`src/rtl/uart_pkg.sv`:
```
// Shared types and constants for the UART transmit path.
package uart_pkg;

  typedef enum logic [1:0] {IDLE, START, DATA, STOP} uart_tx_state_t;

  localparam int unsigned UART_DATA_BITS = 8;
  localparam logic UART_IDLE_LEVEL = 1'b1;

endpackage

```
`src/rtl/uart_baud_gen.sv`:
```
// Bit-period timer: strobes bit_done on the last clock of every UART bit.
module uart_baud_gen #(
  parameter int unsigned CLKS_PER_BIT = 16
) (
  input  logic clk_i,
  input  logic rst_ni,
  input  logic clear,
  output logic bit_done
);

  localparam int unsigned CNT_W = $clog2(CLKS_PER_BIT);
  localparam logic [CNT_W-1:0] CNT_LAST = CNT_W'(CLKS_PER_BIT - 1);

  logic [CNT_W-1:0] cnt_q;

  assign bit_done = !clear && (cnt_q == CNT_LAST);

  always_ff @(posedge clk_i or negedge rst_ni) begin
    if (!rst_ni) begin
      cnt_q <= '0;
    end else if (clear || bit_done) begin
      cnt_q <= '0;
    end else begin
      cnt_q <= cnt_q + 1'b1;
    end
  end

endmodule

```
`src/rtl/uart_tx_wb.sv`:
```
// UART transmitter with a Wishbone pipelined slave front end (8N1, LSB first).
module uart_tx_wb
  import uart_pkg::*;
#(
  parameter int unsigned CLKS_PER_BIT = 16
) (
  input  logic       clk_i,
  input  logic       rst_ni,
  input  logic       cyc_i,
  input  logic       stb_i,
  input  logic       we_i,
  input  logic [7:0] dat_i,
  output logic       ack_o,
  output logic       stall_o,
  output logic       tx_o,
  output logic       busy_o
);

  uart_tx_state_t            state_q;
  logic [UART_DATA_BITS-1:0] shift_q;
  logic [2:0]                bit_idx_q;
  logic                      tx_q;
  logic                      ack_q;
  logic                      accept;
  logic                      bit_done;
  logic                      baud_clear;

  assign busy_o     = (state_q != IDLE);
  assign stall_o    = busy_o;
  assign accept     = cyc_i && stb_i && !stall_o;
  assign tx_o       = tx_q;
  assign ack_o      = ack_q;
  // Holding the timer cleared while idle makes every frame start at count 0.
  assign baud_clear = !busy_o;

  uart_baud_gen #(
    .CLKS_PER_BIT(CLKS_PER_BIT)
  ) u_baud_gen (
    .clk_i   (clk_i),
    .rst_ni  (rst_ni),
    .clear   (baud_clear),
    .bit_done(bit_done)
  );

  always_ff @(posedge clk_i or negedge rst_ni) begin
    if (!rst_ni) begin
      state_q   <= IDLE;
      shift_q   <= '0;
      bit_idx_q <= '0;
      tx_q      <= UART_IDLE_LEVEL;
      ack_q     <= 1'b0;
    end else begin
      ack_q <= accept;
      case (state_q)
        IDLE: begin
          if (accept && we_i) begin
            shift_q   <= dat_i;
            bit_idx_q <= '0;
            tx_q      <= 1'b0;
            state_q   <= START;
          end
        end
        START: begin
          if (bit_done) begin
            tx_q    <= shift_q[0];
            state_q <= DATA;
          end
        end
        DATA: begin
          if (bit_done) begin
            if (bit_idx_q == 3'(UART_DATA_BITS - 1)) begin
              tx_q    <= UART_IDLE_LEVEL;
              state_q <= STOP;
            end else begin
              // tx takes the next bit in the same edge the shifter advances.
              shift_q   <= {1'b0, shift_q[UART_DATA_BITS-1:1]};
              tx_q      <= shift_q[1];
              bit_idx_q <= bit_idx_q + 3'd1;
            end
          end
        end
        STOP: begin
          if (bit_done) begin
            state_q <= IDLE;
          end
        end
        default: state_q <= IDLE;
      endcase
    end
  end

endmodule

```
`config.mk`:
```
export PLATFORM = sky130hd
export DESIGN_NAME = uart_tx_wb
export DESIGN_NICKNAME = d
export VERILOG_FILES = /design/src/rtl/uart_pkg.sv /design/src/rtl/uart_baud_gen.sv /design/src/rtl/uart_tx_wb.sv
export SDC_FILE = /design/constraint.sdc
export NUM_CORES = 1
export LEC_CHECK = 0
export CORE_AREA = 3 3 58 60
export CTS_BUF_LIST = sky130_fd_sc_hd__clkbuf_4 sky130_fd_sc_hd__clkbuf_8
export DETAILED_ROUTE_END_ITERATION = 10
export DIE_AREA = 0 0 61 63
export GPL_TIMING_DRIVEN = 0
export PLACE_DENSITY = 0.61
export SLEW_MARGIN = 20
export SYNTH_ARGS = -nofsm -noshare
export SYNTH_HDL_FRONTEND = slang
export SYNTH_SLANG_ARGS = --single-unit
```
`constraint.sdc`:
```
create_clock -name clk_i -period 3.5 [get_ports clk_i]
set_clock_uncertainty 0.1 [all_clocks]
set_input_delay 0.875 -clock clk_i [delete_from_list [all_inputs] [get_ports clk_i]]
set_output_delay 0.875 -clock clk_i [all_outputs]
set_load 0.01 [all_outputs]
```
==> summary.txt, run 1 <==
Cells along the critical path: inv_1 -> ha_1 -> inv_1 -> buf_4 -> clkdlybuf4s50_1
CTS tree: built
Largest family of logic cells by synthesized area: multiplexers
# DRC: 0
R2R cell count: 6
# IOs: 17
Slowest CP cell: clkdlybuf4s50_1
Rel. slew slack: 0.4090
Met2 WL: 1031 um
Clock sink count: 19
Post-CTS Resized: 0
Iteration-0 DRC count of the detailed router: 42
Number of global-route vias before repair: 859
Startpoint Class: register
Fill cells: 294
Num rows: 20
Worst Setup Slack, final: 0.7035 ns
Setup_tns: 0 ns
Top sig layer: met4
Commonest cells post-synth: dfrtp_1 (18), inv_1 (9), ha_1 (8), mux2_2 (7), mux2_4 (7)
WP depth: 5
Clk_lat worst skew: 0.30 ns
Xor-xnor portion of the synthesized cell area: 0.007701
Top cells by area, synth: dfrtp_1 (40%), mux2_4 (9.2%), ha_1 (8.8%)
Leakage: 0.6124 nW
Worst-Margin Slew: 0.8838 ns
Synth Register Bits: 19
Final core occ: 0.4588
WP data required: 2.52 ns
Worst R2R Start: state_q[0]
Kind of critical path: register to output pin
CP Launch Point: state_q[0]
First-pass GRT wire length: 3663 um
WL final: 2127 um
RSZ-0062 raised after global routing: false
Synth top area share: 0.3960
Pwr per Cell Area: 306.4 nW/um^2
Status: finished clean
Post-DP HPWL: 1590 um
Total GRT Usage: 0.1212
Gpl congestion: 0.7602
Detail Route Antenna Nets: 0
Async set-reset flop share out of synthesis: 1.000
Crit path max fanout: 6
Area Growth Syn to Fin: 20.13%
Cell Count, Final, Fillers Out: 153
Most numerous cell in the Yosys netlist: dfrtp_1
Starting density of the core: 0.3819
Min-delay src: u_baud_gen.cnt_q[0]
Endpoint class of the critical path: output pin
Largest net degree at the start of global routing: 20
Final Hold Viols: 0
Via count: 811
WP buf/inv: 4
Vias/cell: 5.301
Drt wl/cell: 13.90 um
CP Data Arrival Time: 1.82 ns
Clock Pin Slew Worst Setup and Hold Paths: 0.12 ns
Unique cell type count in the Yosys netlist: 33
Hold path cells: 1
Cells after synthesis: 100
Die H: 63 um
Core area: 2978 um^2
Die X-Extent: 61 um
Post-synthesis net count: 121
Post-CTS setup repair buffer count: 0
Register area share after synthesis: 0.4191
Post-synth EDFFs: 0
Nets: 142
Worst VDD drop: 0.1636 mV
Max-Cap Viols: 0
Synth Area in Adders: 0.08801
Setup-failing EPs final: 0
Hold slack: 0.4079 ns
Worst min-delay path class: register to register
Maximum clock frequency: 0.3576 GHz
Simple-Gate Fraction of Synth Area: 0.1375
Number of CTS-inserted buffers: 3
Compound-Gate Fraction of Synth Area: 0.1100
CP top delay family: buffers and inverters
Fin. max-slew vios: 0
Longest Clk Path Bufs: 2
Initial antenna violation count: 0
Die Footprint: 3843 um^2
Routed wl met3: 60 um
Worst slack, placed: 0.7824 ns
Avg Cell Area, Syn: 11.37 um^2
Share of cells above drive strength 1: 0.2167
Hold buffer count at CTS: 0
Number of detailed-route iterations in the first pass: 4
Overflow after GRT: 0
# diodes: 0
Placed insts: 149
CP peak stage delay: 0.52 ns
Top_reg_cell synth: dfrtp_1
CTS H-tree lvls: 1
Met1 WL: 1024 um
Synth area leader: dfrtp_1
Most frequent CP cell: inv_1
Syn. warnings: 0
Cell area after synthesis: 1137 um^2
Flop-to-flop setup slack: 1.28 ns
CTS Root Cell: clkbuf_4
Period utilization: 0.7990
Port Buffers: 16
Post-synthesis mux area share: 0.1815
Final Critical Period: 2.797 ns
[final timing paths]
kind                                  endpoint
hold reg to reg            u_baud_gen.cnt_q[0]
hold / removal             u_baud_gen.cnt_q[0]
max in group asynchronous           shift_q[3]
min in group asynchronous  u_baud_gen.cnt_q[1]
setup reg to reg                    shift_q[3]
setup / recovery                       stall_o
[area by class of cell]
cell class                 count  area, um^2  share of cell area
buffer                         5       30.03             0.02198
clock buffer                   3       22.52             0.01648
clock inverter                 1       5.005            0.003663
inverter                       9       33.78             0.02473
multi-input combinational     67       596.8              0.4368
sequential                    19       476.7              0.3489
tap                           33       41.29             0.03022
timing repair buffer          16       160.2              0.1172
[registers in the layout, summed over array words and instances (netlist names)]
register,flops
u_baud_gen.cnt_q,4
state_q,2
tx_o,1
bit_idx_q,3
shift_q,8
ack_o,1
[through the flow]
| step | power, mW | area (um^2) |
|---|---|---|
| 2_1_floorplan | 0.2796 | 1137 |
| 3_5_place_dp | 0.3092 | 1339 |
| 5_1_grt | 0.4414 | 1366 |
| 4_1_cts | 0.4260 | 1366 |
| 6_report | 0.4186 | 1366 |
| 3_3_place_gp | 0.3073 | 1339 |
[power by group]
group	switching, mW	internal, mW
Sequential	0.00555	0.230
Clock	0.0721	0.0426
Combinational	0.0255	0.0430
Total	0.103	0.315
[layout by cell type, fill, tap and decap left out, types with 2 or more instances in the layout]
master | Yosys | layout
nand2b_1 | 3 | 3
mux2_4 | 7 | 7
clkdlybuf4s50_1 | 0 | 16
buf_4 | 2 | 2
ha_1 | 8 | 8
a21oi_1 | 2 | 2
nor2_1 | 3 | 3
dfrtp_1 | 18 | 18
o221ai_1 | 2 | 2
nor2b_1 | 4 | 4
and3_1 | 2 | 2
nand4b_1 | 2 | 2
nand2_1 | 4 | 4
clkbuf_4 | 0 | 3
a2bb2oi_1 | 2 | 2
mux2_2 | 7 | 7
buf_2 | 3 | 3
inv_1 | 9 | 9
mux2_1 | 2 | 2
o21ai_0 | 3 | 3
nand3_1 | 3 | 3
[logic make-up after synthesis]
kind of cell,after synthesis
simple gates,26
flops,19
compound gates,16
mux,16
buf+inv,14
fa+ha+maj,8
xor+xnor,1
[per-layer routing]
| layer | global-route usage | up-vias |
|---|---|---|
| met5 | 0 | - |
| met4 | 0.01626 | 0 |
| met3 | 0.02479 | 2 |
| met2 | 0.2179 | 17 |
| met1 | 0.1476 | 397 |
| li1 | - | 395 |
[worst reg2reg max path, delay by kind of cell (launching register included)]
family	cells	cell delay [ns]
compound gates	1	0.38
fa+ha+maj	1	0.28
mux	1	0.31
simple gates	1	0.21
buf+inv	2	0.38
flops	1	0.44
Power figures use the tool's default switching activity.
==> run 2, diff against run 1 <==
--- a/config.mk
+++ b/config.mk
@@ -10,7 +10,7 @@
 export DETAILED_ROUTE_END_ITERATION = 10
 export DIE_AREA = 0 0 61 63
 export GPL_TIMING_DRIVEN = 0
-export PLACE_DENSITY = 0.61
+export PLACE_DENSITY = 0.63
 export SLEW_MARGIN = 20
 export SYNTH_ARGS = -nofsm -noshare
 export SYNTH_HDL_FRONTEND = slang
==> constraint.sdc (replaced) <==
create_clock -name clk_i -period 2.3 [get_ports clk_i]
set_clock_uncertainty 0.1 [all_clocks]
set_input_delay 0.575 -clock clk_i [delete_from_list [all_inputs] [get_ports clk_i]]
set_output_delay 0.575 -clock clk_i [all_outputs]
set_load 0.01 [all_outputs]
==> run 2 against run 1 <==
Effect of this change: first-iteration DRC count fell by 43%; critical path depth fell by 1; utilization rose by 0.88 points; design area rose by 1.9%; via count rose by 1.7%; critical endpoint is now busy_o.
==> summary.txt, run 2 (synthesized netlist as in run 1, its figures left out) <==
Port Buffers: 16 (unchanged)
Area Growth Syn to Fin: 22.44%
CTS H-tree lvls: 1 (unchanged)
Longest Clk Path Bufs: 2 (unchanged)
Clock Pin Slew Worst Setup and Hold Paths: 0.12 ns (about the same)
Fin. max-slew vios: 0 (unchanged)
Nets: 144 (+1.4%)
WP buf/inv: 3 (-1)
Pwr Total: 644.1 uW (+54%)
# DRC: 0 (unchanged)
Detail Route Antenna Nets: 0 (unchanged)
# diodes: 0 (unchanged)
CTS tree: built
Drt wl/cell: 13.80 um (-0.73%)
Most frequent cells in the layout: dfrtp_1 (18), clkdlybuf4s50_1 (15)
Setup-failing EPs final: 0 (unchanged)
Slowest CP cell: clkdlybuf4s50_1
Status: finished clean
Final Critical Period: 2.219 ns
Vias/cell: 5.323 (+0.41%)
Placed insts: 149 (unchanged)
Max-Cap Viols: 0 (unchanged)
Cell Count, Final, Fillers Out: 155 (+1.3%)
First-pass GRT wire length: 3581 um (-2.2%)
Core area: 2978 um^2 (unchanged)
Leakage: 0.6288 nW (+2.7%)
RSZ-0062 raised after global routing: false
Die H: 63 um (unchanged)
Switch share: 0.2524 (+0.005871)
Total GRT Usage: 0.1191 (-0.002095)
Most common cell after layout, fill and taps aside: dfrtp_1
Kind of critical path: register to output pin
Endpoint class of the critical path: output pin
Largest net degree at the start of global routing: 20 (unchanged)
Number of CTS-inserted buffers: 3 (unchanged)
Maximum clock frequency: 0.4508 GHz
Die X-Extent: 61 um (unchanged)
Clock power share: 0.279 (+0.005)
Share of cells above drive strength 1: 0.2541 (+0.03743)
Num rows: 20 (unchanged)
Iteration-0 DRC count of the detailed router: 24 (-43%)
Rel. slew slack: 0.4178 (+0.008877)
Worst-Margin Slew: 0.8705 ns (-0.01327 ns)
CTS Root Cell: clkbuf_4
Crit path max fanout: 6 (unchanged)
Pwr per Cell Area: 462.5 nW/um^2 (+51%)
Biggest register: shift_q
Cells along the critical path: inv_2 -> ha_4 -> inv_1 -> clkdlybuf4s50_1
Starting density of the core: 0.3819 (unchanged)
Post-DP HPWL: 1567 um (-1.4%)
WL final: 2139 um (+0.56%)
Clock sink count: 19 (unchanged)
Overflow after GRT: 0 (unchanged)
Die Footprint: 3843 um^2 (unchanged)
Startpoint Class: register
CP top delay family: buffers and inverters
Hold slack: 0.4031 ns (-0.004771 ns)
Int Power: 481.5 uW (+53%)
WP data required: 1.62 ns (-0.90 ns)
Flop-to-flop setup slack: 0.18 ns (-1.10 ns)
Clk_lat worst skew: 0.31 ns (about the same)
Via count: 825 (+1.7%)
Gpl congestion: 0.7470 (-1.7%)
CP peak stage delay: 0.53 ns (about the same)
Worst VDD drop: 0.2496 mV (+53%)
Reg power frac: 0.556 (-0.006)
Initial antenna violation count: 0 (unchanged)
Power share of the combinational group: 0.165 (about the same)
Switching power total: 162.5 uW (+58%)
Number of detailed-route iterations in the first pass: 4 (unchanged)
Top Registers: shift_q x8, u_baud_gen.cnt_q x4, bit_idx_q x3
CP Data Arrival Time: 1.54 ns (-0.28 ns)
Final Hold Viols: 0 (unchanged)
# IOs: 17 (unchanged)
Number of global-route vias before repair: 814 (-5.2%)
Worst min-delay path class: register to register
Period utilization: 0.9646
Max reg flops: 8 (unchanged)
-- run 2: final cells by class --
cell class,count,area [um^2]
buffer,5,30.03
clock buffer,3,22.52
clock inverter,1,5.005
fill,286,1585
inverter,9,33.78
multi-input combinational,67,609.3
sequential,19,476.7
tap,33,41.29
timing repair buffer,18,173.9
-- run 2: worst paths after layout --
path | cells after the start | from | end
setup / recovery | 4 | state_q[0] | busy_o
hold / removal | 1 | u_baud_gen.cnt_q[0] | u_baud_gen.cnt_q[0]
setup reg to reg | 6 | state_q[0] | shift_q[1]
hold reg to reg | 1 | u_baud_gen.cnt_q[0] | u_baud_gen.cnt_q[0]
max in group asynchronous | 1 | rst_ni | shift_q[0]
min in group asynchronous | 1 | rst_ni | u_baud_gen.cnt_q[2]
-- run 2: timing repair --
action / in CTS / in global routing
endpoints found under the setup margin: 2 / 0
buffers inserted: 2 / 0
resized for setup: 5 / 0
hold buffers: 0 / 0
-- run 2: metal layers --
layer | up-vias | global-route usage | routed length, um
met5 | - | 0 | 0
met4 | 0 | 0.01626 | 8
met3 | 2 | 0.02479 | 90
met2 | 19 | 0.2019 | 1053
met1 | 403 | 0.1564 | 986
li1 | 401 | - | -
-- run 2: worst register-to-register path: cells and delay by family (launching register included) --
| kind | cells | cell delay, ns |
|---|---|---|
| buffers and inverters | 2 | 0.33 |
| AO/OA/AOI/OAI | 1 | 0.32 |
| adder cells (fa/ha/maj) | 1 | 0.21 |
| multiplexers | 1 | 0.31 |
| flip-flops | 1 | 0.39 |
| AND/OR/NAND/NOR | 1 | 0.35 |
-- run 2: power by group through the flow --
stage,Sequential (mW),Clock (mW),Combinational [mW]
floorplan,0.363,0,0.0621
finish,0.358,0.180,0.106
CTS,0.358,0.183,0.109
global route,0.360,0.196,0.116
global placement,0.364,0,0.103
detailed placement,0.365,0,0.106
-- run 2: through the flow --
stage	utilization	TNS (ns)	area (um^2)	setup WS [ns]
finish	0.4676	0	1393	0.08147
global route	0.4676	0	1393	0.01209
CTS	0.4676	0	1393	0.07305
detailed placement	0.4496	-0.7570	1339	-0.1105
global placement	0.4496	-0.7589	1339	-0.1102
floorplan	-	0	1137	0.3404
==> run 3, diff against run 2 <==
--- a/config.mk
+++ b/config.mk
@@ -15,3 +15,4 @@
 export SYNTH_ARGS = -nofsm -noshare
 export SYNTH_HDL_FRONTEND = slang
 export SYNTH_SLANG_ARGS = --single-unit
+export TNS_END_PERCENT = 30
==> results of run 3 <==
Same layout as run 2: the final DEF is identical, and so are final timing and power.
